--- config.mk ---
export PLATFORM = sky130hd
export DESIGN_NAME = flag_sequencer
export DESIGN_NICKNAME = d
export VERILOG_FILES = /design/src/rtl/flag_sequencer.sv
export SDC_FILE = /design/constraint.sdc
export NUM_CORES = 1
export LEC_CHECK = 0
export ABC_CLOCK_PERIOD_IN_PS = 5790
export BUFFER_PORTS_ARGS = -buffer_cell sky130_fd_sc_hd__buf_4
export CORE_UTILIZATION = 48
export CTS_BUF_LIST = sky130_fd_sc_hd__clkbuf_16
export DETAILED_ROUTE_END_ITERATION = 8
export HOLD_SLACK_MARGIN = 0.05
export PLACE_DENSITY = 0.67
export SLEW_MARGIN = 20
export SYNTH_ARGS = -nofsm -noshare
export SYNTH_HDL_FRONTEND = slang
export SYNTH_SLANG_ARGS = --single-unit
--- constraint.sdc ---
create_clock -name clk -period 5.79 [get_ports clk]
set_input_delay 0.8685 -clock clk [delete_from_list [all_inputs] [get_ports clk]]
set_output_delay 0.8685 -clock clk [all_outputs]
set_load 0.02 [all_outputs]
--- src/rtl/flag_sequencer.sv ---
// Flag selector sequencer: debounced next/prev buttons plus auto-cycle dwell,
// with selector updates applied only on frame_tick cycles.

module flag_btn_debounce #(
    parameter int DEBOUNCE_FRAMES = 3
) (
    input  logic clk,
    input  logic reset,
    input  logic frame_tick,
    input  logic btn,
    output logic press
);
    localparam int CW = $clog2(DEBOUNCE_FRAMES + 1);

    typedef enum logic [1:0] {IDLE, ARMING, HELD} state_t;

    state_t        state, state_nxt;
    logic [CW-1:0] cnt, cnt_nxt;
    logic [1:0]    sync;
    logic          s;

    assign s = sync[1];

    always_ff @(posedge clk or posedge reset) begin
        if (reset) begin
            sync  <= '0;
            state <= IDLE;
            cnt   <= '0;
        end else begin
            sync  <= {sync[0], btn};
            state <= state_nxt;
            cnt   <= cnt_nxt;
        end
    end

    // press is only meaningful in the frame_tick cycle that accepts it
    always_comb begin
        state_nxt = state;
        cnt_nxt   = cnt;
        press     = 1'b0;
        if (frame_tick) begin
            case (state)
                IDLE: begin
                    if (s) begin
                        if (DEBOUNCE_FRAMES == 1) begin
                            state_nxt = HELD;
                            press     = 1'b1;
                        end else begin
                            state_nxt = ARMING;
                            cnt_nxt   = CW'(1);
                        end
                    end
                end
                ARMING: begin
                    if (!s) begin
                        state_nxt = IDLE;
                        cnt_nxt   = '0;
                    end else if (cnt == CW'(DEBOUNCE_FRAMES - 1)) begin
                        state_nxt = HELD;
                        cnt_nxt   = '0;
                        press     = 1'b1;
                    end else begin
                        cnt_nxt = cnt + CW'(1);
                    end
                end
                HELD: begin
                    if (!s) state_nxt = IDLE;
                end
                default: begin
                    state_nxt = IDLE;
                    cnt_nxt   = '0;
                end
            endcase
        end
    end
endmodule

module flag_sequencer #(
    parameter int DEBOUNCE_FRAMES = 3,
    parameter int DWELL_FRAMES    = 300
) (
    input  logic       clk,
    input  logic       reset,
    input  logic       frame_tick,
    input  logic       btn_next,
    input  logic       btn_prev,
    input  logic       auto_en,
    input  logic [7:0] count,
    output logic [7:0] selector,
    output logic       flag_changed
);
    localparam int DW = $clog2(DWELL_FRAMES);

    logic [1:0]    btn_raw, btn_evt;
    logic          next_ev, prev_ev, manual, dwell_last, auto_ev, pulse;
    logic [DW-1:0] dwell, dwell_nxt;
    logic [7:0]    sel_nxt, sel_inc, sel_dec;

    assign btn_raw = {btn_prev, btn_next};

    for (genvar i = 0; i < 2; i++) begin : g_btn
        flag_btn_debounce #(.DEBOUNCE_FRAMES(DEBOUNCE_FRAMES)) u_btn (
            .clk        (clk),
            .reset      (reset),
            .frame_tick (frame_tick),
            .btn        (btn_raw[i]),
            .press      (btn_evt[i])
        );
    end

    assign next_ev    = btn_evt[0];
    assign prev_ev    = btn_evt[1];
    assign manual     = next_ev | prev_ev;
    assign dwell_last = (dwell == DW'(DWELL_FRAMES - 1));
    assign auto_ev    = frame_tick & auto_en & ~manual & dwell_last;
    assign sel_inc    = (selector == count - 8'd1) ? 8'd0 : selector + 8'd1;
    assign sel_dec    = (selector == 8'd0) ? count - 8'd1 : selector - 8'd1;

    always_comb begin
        dwell_nxt = dwell;
        if (frame_tick) begin
            if (!auto_en || manual || dwell_last) dwell_nxt = '0;
            else                                  dwell_nxt = dwell + DW'(1);
        end
    end

    // A shrunken count is repaired before any button or auto event is honoured
    always_comb begin
        sel_nxt = selector;
        pulse   = 1'b0;
        if (frame_tick) begin
            if (count == 8'd0) begin
                sel_nxt = 8'd0;
            end else if (selector >= count) begin
                sel_nxt = 8'd0;
                pulse   = 1'b1;
            end else if (!(next_ev && prev_ev)) begin
                if (next_ev || auto_ev) begin
                    sel_nxt = sel_inc;
                    pulse   = 1'b1;
                end else if (prev_ev) begin
                    sel_nxt = sel_dec;
                    pulse   = 1'b1;
                end
            end
        end
    end

    always_ff @(posedge clk or posedge reset) begin
        if (reset) begin
            selector     <= 8'd0;
            flag_changed <= 1'b0;
            dwell        <= '0;
        end else begin
            selector     <= sel_nxt;
            flag_changed <= pulse;
            dwell        <= dwell_nxt;
        end
    end
endmodule
==> summary.txt <==
Yosys
  – Yosys warnings: 0
  – Async set-or-reset flop fraction in the synthesized netlist: 1.00
  – Post-Syn Nets: 292
  – Main combinational cell family by area after synthesis: simple AND/OR/NAND/NOR gates
  – Adder-Cell Fraction of Synth Area: 0.0773
  – Post-synthesis simple-gate area fraction: 0.228
  – Mux contribution to synthesized area: 0.0188
  – Synth Register Bits: 30
  – Unique masters post-synth: 53
  – Gate Count Post-Synth: 264
  – Seq/Total Area, Yosys: 0.331
  – Synth Area in Compound Gates: 0.220
  – Main synth FF type: dfrtp_1
  – Post-synthesis xor/xnor area fraction: 0.0690
  – Post-synth EDFFs: 0
  – Post-Syn Area: roughly 2300 µm²
  – Mean post-synth cell area: between 8 and 9 µm²

Pwr
  – Combinational share of power: 0.444
  – Worst vdd ir: 0.239 mV
  – Reg power frac: 0.314
  – Power per Cell Area: 381 nW/µm²
  – Clock power share: 0.242
  – Leak: between 0.001 and 0.0015 µW
  – Internal power: roughly 590 µW
  – Switching share of power: 0.411
  – Tot Pwr: 995 µW
  – Switching power: between 400 and 500 µW

Status
  – Status: finished, violations left
  – Failing checks: design-rule violations

Job
  – Max capacitance violation total: 0

Floorplan
  – CORE AREA: 4440 µm²
  – Rows: 24
  – Die area: 5000 µm²
  – Die width: 70.7 µm
  – Starting Density: 0.510
  – Die height: between 70 and 80 µm
  – Io pins: 23

Detailed routing
  – DRT iter0 DRCs: about 150
  – DR vias/cell: just under 6
  – Vias: 2026
  – Routed Antenna Nets: 0
  – # DRC: 6
  – Wirelength per Cell: 15.3 µm
  – Post-Route WL: about 5200 µm
  – Drt pass-1 iters: 7

Worst hold path
  – Worst Min Path Start: g_btn[1].u_btn.sync[0]
  – Hold Path Depth: 0
  – Hold/Removal Path Class: reg2reg
  – Hold EP: g_btn[1].u_btn.sync[1]

STA
  – Normalized max-slew margin: 0.256
  – Setup Skew: 0.00567 ns
  – Unrepaired setup endpoints after global routing: no
  – Fin crit period: 3.09 ns
  – TNS Setup: 0 ns
  – Final Max Slew Viols: 0
  – Crit share post-route: 0.533
  – Fmax: about 0.32 GHz
  – Hold slack final: 0.345 ns
  – Final setup fails: 0
  – Measured slew at the worst slew-check pin: 1.11 ns
  – Final hold vios: 0

CTS
  – CTS root buf: clkbuf_16
  – Post-CTS setup buffers: 0
  – CTS sink cnt: 30
  – TritonCTS buffer count: 5
  – Worst-Skew Late Latency: 0.27 ns
  – CTS H-tree lvls: 2
  – Longest Clk Path Bufs: 2
  – CTS tree: built
  – CTS Hold Bufs: 0
  – Clock transition at path regs: 0.05 ns
  – Post-CTS Resized: 0

Worst setup path
  – Worst-case reg-to-reg path depth: 9
  – CP Launch Type: input port
  – CP max FO: 8
  – R2R setup slack: approximately 2.7 ns
  – RR Startpoint: selector[0]
  – Setup CP Type: in2reg
  – Reg2reg end: selector[2]
  – CP required: between 5 and 6 ns
  – Crit path arrival time: 3.26 ns
  – Worst setup EP type: flip-flop

Placed design
  – Final HPWL DP: between 3000 and 4000 µm
  – Number of I/O port buffers: 22
  – Placer Congestion: 0.885

Final layout
  – Ant diodes: 0
  – Area grow syn2layout: 15.1%
  – Share of layout cells above drive strength 1: 0.152
  – Fillers: 419
  – Final net count: roughly 320
  – Most frequent cells in the layout: nand2_1 (31), dfrtp_1 (30), buf_4 (24), inv_1 (23), nor2_1 (20)
  – Most common cell after layout, fill and taps aside: nand2_1

Global route
  – Global-route wire length before repair: 8900 µm
  – Number of global-route vias before repair: 1870
  – Total gr overflow: 0
  – Gr usage total: 0.225
  – Initial antenna violation count: 0
  – Largest net degree at the start of global routing: 31
[per-stage QoR]
step                      area, µm²  setup WS [ns]  utilization  instances
final                          2610           2.70        0.587        342
after CTS                      2610           2.80        0.587        342
after global routing           2610           2.54        0.587        342
after global placement         2470           2.53        0.556        335
after floorplan                2270           2.90            -        264
after detailed placement       2470           2.53        0.556        335
[cell families (layout without fill, tap and decap cells)]
kind of cell             count (synthesis)  count (layout)
flip-flops                              30              30
buffers and inverters                   28              54
XOR/XNOR                                17              17
AND/OR/NAND/NOR                         98              98
AO/OA/AOI/OAI                           73              73
multiplexers                             4               4
adder cells (fa/ha/maj)                 14              14
[state kept, by name, indices dropped and copies added (netlist names)]
name	flops
g_btn.u_btn.sync	4
flag_changed	1
selector	8
dwell	9
g_btn.u_btn.cnt	4
g_btn.u_btn.state	4
[cell type report]
class	instances	area, µm²	area share
Inverter	23	86.3	0.0331
Clock inverter	2	10.0	0.00384
Multi-Input combinational cell	206	1390	0.533
Tap cell	52	65.1	0.0250
Sequential cell	30	751	0.288
Timing Repair Buffer	24	180	0.0691
Clock buffer	5	125	0.0480
[power groups by stage]
stage | combinational [µW] | clock, µW | sequential [µW]
floorplan | 321 | 0 | 313
global placement | 430 | 0 | 315
detailed placement | 434 | 0 | 314
CTS | 437 | 249 | 310
global route | 494 | 258 | 319
finish | 442 | 241 | 312
[worst max path at each step]
stage | from | end | slack, ns | cells past startpoint
2_1_floorplan | count[0] | selector[5] | 2.90 | 8
3_3_place_gp | count[0] | selector[5] | 2.53 | 9
3_5_place_dp | count[0] | selector[2] | 2.53 | 9
4_1_cts | count[0] | selector[2] | 2.80 | 9
5_1_grt | count[0] | selector[2] | 2.54 | 9
6_report | count[0] | selector[2] | 2.70 | 9
[routing by layer]
layer  global-route usage  wire length (µm)  up-vias  share of wire
li1                     -                 -     1020              -
met1                0.341              2680      948           0.51
met2                0.317              2190       54           0.42
met3               0.0499               310        4          0.059
met4               0.0667                46        0         0.0088
met5                    0                 0        -              0
[Yosys cell counts (3+ instances only)]
cell type / n / area (µm²)
o21ai_0: 18 / 90.1
dfrtp_1: 30 / 751
inv_1: 23 / 86.3
a21oi_1: 16 / 80.1
ha_1: 14 / 175
nand4_1: 6 / 37.5
clkbuf_1: 3 / 11.3
nand2_1: 31 / 116
xor2_1: 3 / 26.3
nor2b_1: 3 / 18.8
o221ai_1: 3 / 26.3
or2_2: 3 / 18.8
xnor2_1: 13 / 114
a211oi_1: 6 / 45.0
a31oi_1: 3 / 18.8
o2bb2ai_1: 3 / 26.3
nand3_1: 12 / 60.1
nor3_1: 7 / 35.0
nor2_1: 20 / 75.1
[critical path, cell delays in order]
cell      delay, ns
buf_4          0.13
ha_1           0.30
nand2b_1       0.15
a211oi_1       0.24
o221a_2        0.24
nor2_1         0.08
o31ai_1        0.92
a31oi_1        0.11
o221ai_1       0.23
Note: power is estimated with default switching activity, not from simulation.
